File: src/rtl/vending_machine_multi.sv
// vending_machine_multi
//   Multi-denomination vending controller. Coins add to a credit register.
//   Once the credit reaches PRICE, one item is dispensed. Any overpayment is
//   then returned as one change pulse per credit unit.
//
//   Parameters:
//     PRICE    item price in credit units (1 .. 2**CREDIT_W-1)
//     CREDIT_W credit register width; the maximum credit is 2**CREDIT_W-1
//     COIN_W   coin value width; a coin value of 0 means no coin this cycle
//
//   Ports:
//     clock       rising-edge clock
//     reset       synchronous reset, active-low
//     coin        decoded coin value for this cycle (unsigned, 0 = none)
//     cancel      refund request (present only with VENDING_CANCEL_EN)
//     toy         dispense strobe, one cycle per purchase
//     change      change strobe, one cycle per credit unit returned
//     coin_reject high for one cycle after a coin that was not accepted
//     busy        high while the machine is not collecting coins
//     credit      current credit, for display and debug
//
//   Optional feature macro: VENDING_CANCEL_EN
//     When this macro is defined, the cancel port is added. A cancel in
//     COLLECT with non-zero credit refunds the whole credit through the
//     CHANGE state.
module vending_machine_multi #(
    parameter int PRICE    = 3,
    parameter int CREDIT_W = 4,
    parameter int COIN_W   = 2
) (
    input  logic                clock,
    input  logic                reset,
    input  logic [COIN_W-1:0]   coin,
`ifdef VENDING_CANCEL_EN
    input  logic                cancel,
`endif
    output logic                toy,
    output logic                change,
    output logic                coin_reject,
    output logic                busy,
    output logic [CREDIT_W-1:0] credit
);

    typedef enum logic [1:0] {
        COLLECT  = 2'b00,
        DISPENSE = 2'b01,
        CHANGE   = 2'b10
    } state_t;

    localparam logic [CREDIT_W:0]   MAX_EXT   = {1'b0, {CREDIT_W{1'b1}}};
    localparam logic [CREDIT_W:0]   PRICE_EXT = (CREDIT_W+1)'(PRICE);
    localparam logic [CREDIT_W-1:0] PRICE_C   = CREDIT_W'(PRICE);

    state_t              state;
    state_t              state_nxt;
    logic [CREDIT_W-1:0] credit_nxt;
    logic                rej_nxt;
    logic [CREDIT_W:0]   sum;

    // The extra bit lets an overflowing coin be detected instead of wrapping.
    assign sum = {1'b0, credit} + (CREDIT_W+1)'(coin);

    always_comb begin
        state_nxt  = state;
        credit_nxt = credit;
        rej_nxt    = 1'b0;
        case (state)
            COLLECT: begin
`ifdef VENDING_CANCEL_EN
                // Cancel takes priority over a coin in the same cycle. That
                // coin is bounced back, and the whole credit drains as change.
                if (cancel && (credit != '0)) begin
                    state_nxt = CHANGE;
                    rej_nxt   = (coin != '0);
                end else
`endif
                if (coin != '0) begin
                    if (sum > MAX_EXT) begin
                        rej_nxt = 1'b1;
                    end else begin
                        credit_nxt = sum[CREDIT_W-1:0];
                        if (sum >= PRICE_EXT) state_nxt = DISPENSE;
                    end
                end
            end
            DISPENSE: begin
                credit_nxt = credit - PRICE_C;
                state_nxt  = (credit_nxt != '0) ? CHANGE : COLLECT;
                rej_nxt    = (coin != '0);
            end
            CHANGE: begin
                credit_nxt = credit - 1'b1;
                if (credit == CREDIT_W'(1)) state_nxt = COLLECT;
                rej_nxt    = (coin != '0);
            end
            default: begin
                state_nxt  = COLLECT;
                credit_nxt = '0;
            end
        endcase
    end

    // The outputs are registered from the next state, so each output matches
    // the state it reports in the same cycle.
    always_ff @(posedge clock) begin
        if (!reset) begin
            state       <= COLLECT;
            credit      <= '0;
            coin_reject <= 1'b0;
            toy         <= 1'b0;
            change      <= 1'b0;
            busy        <= 1'b0;
        end else begin
            state       <= state_nxt;
            credit      <= credit_nxt;
            coin_reject <= rej_nxt;
            toy         <= (state_nxt == DISPENSE);
            change      <= (state_nxt == CHANGE);
            busy        <= (state_nxt != COLLECT);
        end
    end

endmodule

File: config.mk
export PLATFORM = sky130hd
export DESIGN_NAME = vending_machine_multi
export DESIGN_NICKNAME = d
export VERILOG_FILES = /design/src/rtl/vending_machine_multi.sv
export SDC_FILE = /design/constraint.sdc
export NUM_CORES = 1
export LEC_CHECK = 0
export CAP_MARGIN = 20
export CORE_MARGIN = 10
export CORE_UTILIZATION = 55
export DETAILED_ROUTE_END_ITERATION = 8
export GPL_TIMING_DRIVEN = 0
export PLACE_DENSITY = 0.78
export SETUP_SLACK_MARGIN = 0.02
export SYNTH_ARGS = -nofsm -noshare
export SYNTH_HDL_FRONTEND = slang
export SYNTH_SLANG_ARGS = --single-unit
File: constraint.sdc
create_clock -name clock -period 4.9 [get_ports clock]
set_input_delay 0.49 -clock clock [delete_from_list [all_inputs] [get_ports clock]]
set_output_delay 0.49 -clock clock [all_outputs]
set_load 0.05 [all_outputs]
Word-level counts from Yosys, hierarchy flattened
Index checks and enable logic that the tools add are counted.
- register bits after elaboration: 10
- output and inout port bits: 8
- logic and storage cells: 36
- add/subtract/negate cells: 3
- order comparisons: 2
- equality and inequality tests: 7
- muxes and demuxes: 12
- reduce and logical (&&, ||, !) cells: 6
- operators by type and width (operator ; count):
    4-bit one-hot mux with 3 select lines ; 1
    2-bit two-way mux ; 5
    4-bit two-way mux ; 2
    2-bit one-hot mux with 3 select lines ; 1
    4-bit by 2-bit adder with 5-bit output ; 1
    5-bit by 2-bit >= comparator with 1-bit output, second input constant ; 1
    5-bit by 4-bit greater-than comparator with 1-bit output, second input constant ; 1
    2-bit by 1-bit equality test with 1-bit output, second input constant ; 2
    2-bit equality test, second input constant ; 2
    4-bit by 1-bit equality test with 1-bit output, second input constant ; 1
    2-bit != test, second input constant ; 2
    2-bit nonzero test ; 2
    4-bit nonzero test ; 1
    4-bit by 1-bit subtractor with 4-bit output, second input constant ; 1
    4-bit by 2-bit subtractor with 4-bit output, second input constant ; 1
    2-bit logical NOT ; 1
    1-bit two-way mux ; 2
    1-bit one-hot mux with 2 select lines ; 1
    2-bit AND reduction ; 1
    2-bit OR reduction ; 1

Longest topological paths before layout
- depth in word-level cells: 7
- mapped depth: 8
- depth with buffers taken out: 7

Least setup slack after synthesis
Ideal clock, no wire load.
- kind: reg-to-reg
- start: reg credit[0]
- end: reg toy
- data arrival time: 2.258 ns
- data required time: 4.785 ns
- setup slack: 2.526 ns
- stages on the path, launching flop included: 8
- buffers on the path: 0
- period minus slack after synthesis: 2.374 ns
- cell sequence: dfxtp_1 -> ha_1 -> fa_1 -> nand2_1 -> and3_1 -> a211oi_2 -> o31a_2 -> and3_1
- longest elaborated chain between the ends: 7
- elaborated cells on any way between the ends: 13
- those cells by class: 2 x add/sub; 2 x order compare; 2 x eq/ne; 6 x mux; 1 x reduce/logical
- ends and longest elaborated chain (what ; line ; source):
    start, declared ; 41 ; output logic [CREDIT_W-1:0] credit
    start signal, assigned ; 115 ; credit <= credit_nxt;
    4-bit by 2-bit adder with 5-bit output ; 61 ; assign sum = {1'b0, credit} + (CREDIT_W+1)'(coin);
    5-bit by 2-bit >= comparator with 1-bit output ; 82 ; if (sum >= PRICE_EXT) state_nxt = DISPENSE;
    2-bit two-way mux ; 82 ;
    2-bit two-way mux ; 78 ; if (sum > MAX_EXT) begin
    2-bit two-way mux ; 77 ; if (coin != '0) begin
    2-bit one-hot mux with 3 select lines (*) ; 67 ; case (state)
    2-bit by 1-bit equality test with 1-bit output (*) ; 117 ; toy <= (state_nxt == DISPENSE);
    end signal, assigned ; 117 ;
    end, declared ; 37 ; output logic toy,
Every way passes the cells marked *; elsewhere a longest branch is shown, timed or not.
A chain may end at the register's enable or synchronous reset.

Worst setup path after layout
- start: in coin[0]
- end: reg busy
- longest elaborated chain between the ends: 7
- elaborated cells on any way between the ends: 9
- those cells by class: 1 x add/sub; 2 x order compare; 4 x mux; 2 x reduce/logical
- ends and longest elaborated chain (what ; line ; source):
    start, declared ; 33 ; input logic [COIN_W-1:0] coin,
    4-bit by 2-bit adder with 5-bit output ; 61 ;
    5-bit by 2-bit >= comparator with 1-bit output ; 82 ;
    2-bit two-way mux ; 82 ;
    2-bit two-way mux ; 78 ;
    2-bit two-way mux (*) ; 77 ;
    2-bit one-hot mux with 3 select lines (*) ; 67 ;
    2-bit nonzero test (*) ; 119 ; busy <= (state_nxt != COLLECT);
    end signal, assigned ; 119 ;
    end, declared ; 40 ; output logic busy,
Marked as above.

==> results_dict.tcl <==
set metrics [dict create \
    cts_setup_buffers 0 \
    start_util 0.585 \
    die_area_um2 3300 \
    vias 723 \
    cts.hold.buffers_added 0 \
    synth-edff-count 0 \
    placed_cells 118 \
    cts_tree "yes" \
    p_per_area_nw_per_um2 731 \
    diodes 0 \
    final_area_um2 922 \
    min_period_ns 2.57 \
    path_class "input pin to flop" \
    power.leakage_uw 0.000388 \
    postRouteAntennaNets 0 \
    synth_sequential_area_ratio 0.260 \
    place_area_um2 900 \
    htreeDepth 1 \
    io_buffers 11 \
    grt_max_degree 11 \
    antenna_found_initial 0 \
    max_cap_violations 0 \
    synth_warnings 0 \
    skew_ns 0.00148 \
    cpPeakStageDelay_ns 0.48 \
    rows 13 \
    synth_area_leaders "dfxtp_1 (26%), ha_1 (15%), a21oi_1 (4.5%)" \
    synth-async-reset-ratio 0 \
    cts.clk_slew.worst_paths_ns 0.06 \
    synthTopCellsByCount "dfxtp_1 (10), ha_1 (9), inv_1 (8), nand2_1 (8), a21oi_1 (7)" \
    track_usage 0.115 \
    netlist_instances 92 \
    chipWidth_um 57.4 \
    drt_iter0_drc 16 \
    status "completed" \
    place_congestion 0.808 \
    vdd_drop_max_mv 0.420 \
    drt-pass1-iter-count 4 \
    yosysMostFrequentCell "dfxtp_1" \
    tns_ns 0 \
    fin_ws_ns 2.33 \
    post_synth_instance_area_um2 771 \
    place_ws_ns 2.08 \
    fp.dieH_um 57.4 \
    clk-insertion-delay-late_ns 0.26 \
    clock_sinks 10 \
    worstPathMaxFanout 6 \
    synth_nets 106 \
    grt_pass1_vias 721 \
    grt_first_pass_wirelength_um 3170 \
    worstSetupStartpointType "input pin" \
    critPathSlowestCell "clkdlybuf4s50_1" \
    rsz0062_at_grt "no" \
    routed_wl_um 1760 \
    area_growth_pct 19.6 \
    wl_per_cell_um 14.5 \
    crit_chain "clkdlybuf4s50_1 > ha_1 > fa_1 > and3_4 > a211o_2 > o32ai_2 > nand2_1 > o21ai_1" \
    core_area_um2 1320 \
    setup_viol 0 \
    period_share 0.524 \
    fin_nets 122 \
    drive_gt1_frac 0.0943 \
    fmax_mhz 390 \
    cts_resized 0 \
    critPathArrivalTime_ns 2.76 \
    worstPathRequired_ns 5.10 \
    synth_top_area_share 0.260 \
    ys.flop_type "dfxtp_1" \
    synth.avg_cell_area_um2 8.38 \
    slew_headroom 0.663 \
    synth.largest_area_cell "dfxtp_1" \
    drc 0 \
    synth_seq_cells 10 \
    clockBufferDepth 2 \
    worstSetupEndpointType "flop" \
    dp_hpwl_um 1380 \
    final_cells 121 \
    hold_class "flop to flop" \
    cts_made_buffers 3 \
    tightest_slew_ns 0.504 \
    hold_violations 0 \
    grt_overflow_total 0 \
    finalMaxSlewViolations 0 \
    cts-root-buf "clkbuf_4" \
    synth_cell_types 36 \
    via_per_inst 5.98 \
    num_io_pins 12 \
]
-- layer usage --
layer | vias to the layer above | global-route usage | share of wire | routed length (um)
li1 | 359 | - | - | -
met5 | - | 0 | 0 | 0
met2 | 20 | 0.167 | 0.46 | 814
met1 | 339 | 0.144 | 0.45 | 790
met4 | 0 | 0.0671 | 0.022 | 38
met3 | 5 | 0.0376 | 0.064 | 112
-- where the power goes --
group / internal (uW) / total (uW) / leakage [uW] / switching [uW]
logic: 187 / 468 / 0.000292 / 281
registers: 116 / 151 / 0.0000824 / 34.6
clock network: 28.3 / 55.1 / 0.0000138 / 26.8
total: 332 / 674 / 0.000388 / 342
-- cells by family after synthesis --
group | Yosys count | share of synthesized area
compound gates | 30 | 0.278
simple gates | 26 | 0.179
buf+inv | 13 | 0.0747
fa+ha+maj | 11 | 0.185
flops | 10 | 0.260
xor+xnor | 1 | 0.0114
mux | 1 | 0.0130
-- placed cells by master (no fill, tap or decap), types with 2 or more instances in the layout --
| cell | Yosys | routed |
|---|---|---|
| a21oi_1 | 7 | 7 |
| a22oi_1 | 4 | 4 |
| and3_1 | 2 | 2 |
| clkbuf_1 | 2 | 2 |
| clkbuf_4 | 0 | 3 |
| clkdlybuf4s50_1 | 0 | 11 |
| dfxtp_1 | 10 | 10 |
| ha_1 | 9 | 9 |
| inv_1 | 8 | 8 |
| nand2_1 | 8 | 8 |
| nor2_1 | 4 | 4 |
| nor2b_1 | 3 | 3 |
| nor3_1 | 3 | 3 |
| o21ai_0 | 2 | 2 |
| o21ai_1 | 4 | 4 |
| o22ai_1 | 3 | 3 |
| o31ai_1 | 2 | 2 |
-- through the flow --
| stage | hold WS [ns] | power [uW] | utilization |
|---|---|---|---|
| CTS | 0.625 | 678 | 0.700 |
| detailed placement | 0.609 | 620 | 0.683 |
| floorplan | 0.614 | 500 | - |
| finish | 0.621 | 674 | 0.700 |
| global route | 0.683 | 737 | 0.700 |
| global placement | 0.596 | 610 | 0.683 |
-- final timing paths --
kind	start	to	slack (ns)	cells past startpoint
min	credit[0]	credit[0]	0.62	1
max reg2reg	credit[0]	busy	2.66	7
max	coin[0]	busy	2.33	8
min reg2reg	credit[0]	credit[0]	0.62	1
-- worst max-delay path: cells and delay by family --
family | cells | cell delay [ns]
compound gates | 3 | 0.71
fa+ha+maj | 2 | 0.72
simple gates | 2 | 0.35
buf+inv | 1 | 0.48
-- flip-flops by register name, indices dropped and copies added, names as in the netlist --
name,cells
change,1
toy,1
credit,4
busy,1
coin_reject,1
state,2
-- final cells by class --
type	instances	area [um^2]
Buffer	4	23.8
Fill cell	117	395
Timing Repair Buffer	11	110
Tap cell	15	18.8
Sequential cell	10	200
Multi-Input combinational cell	69	513
Inverter	9	33.8
Clock buffer	3	22.5
Power figures use the tool's default switching activity.
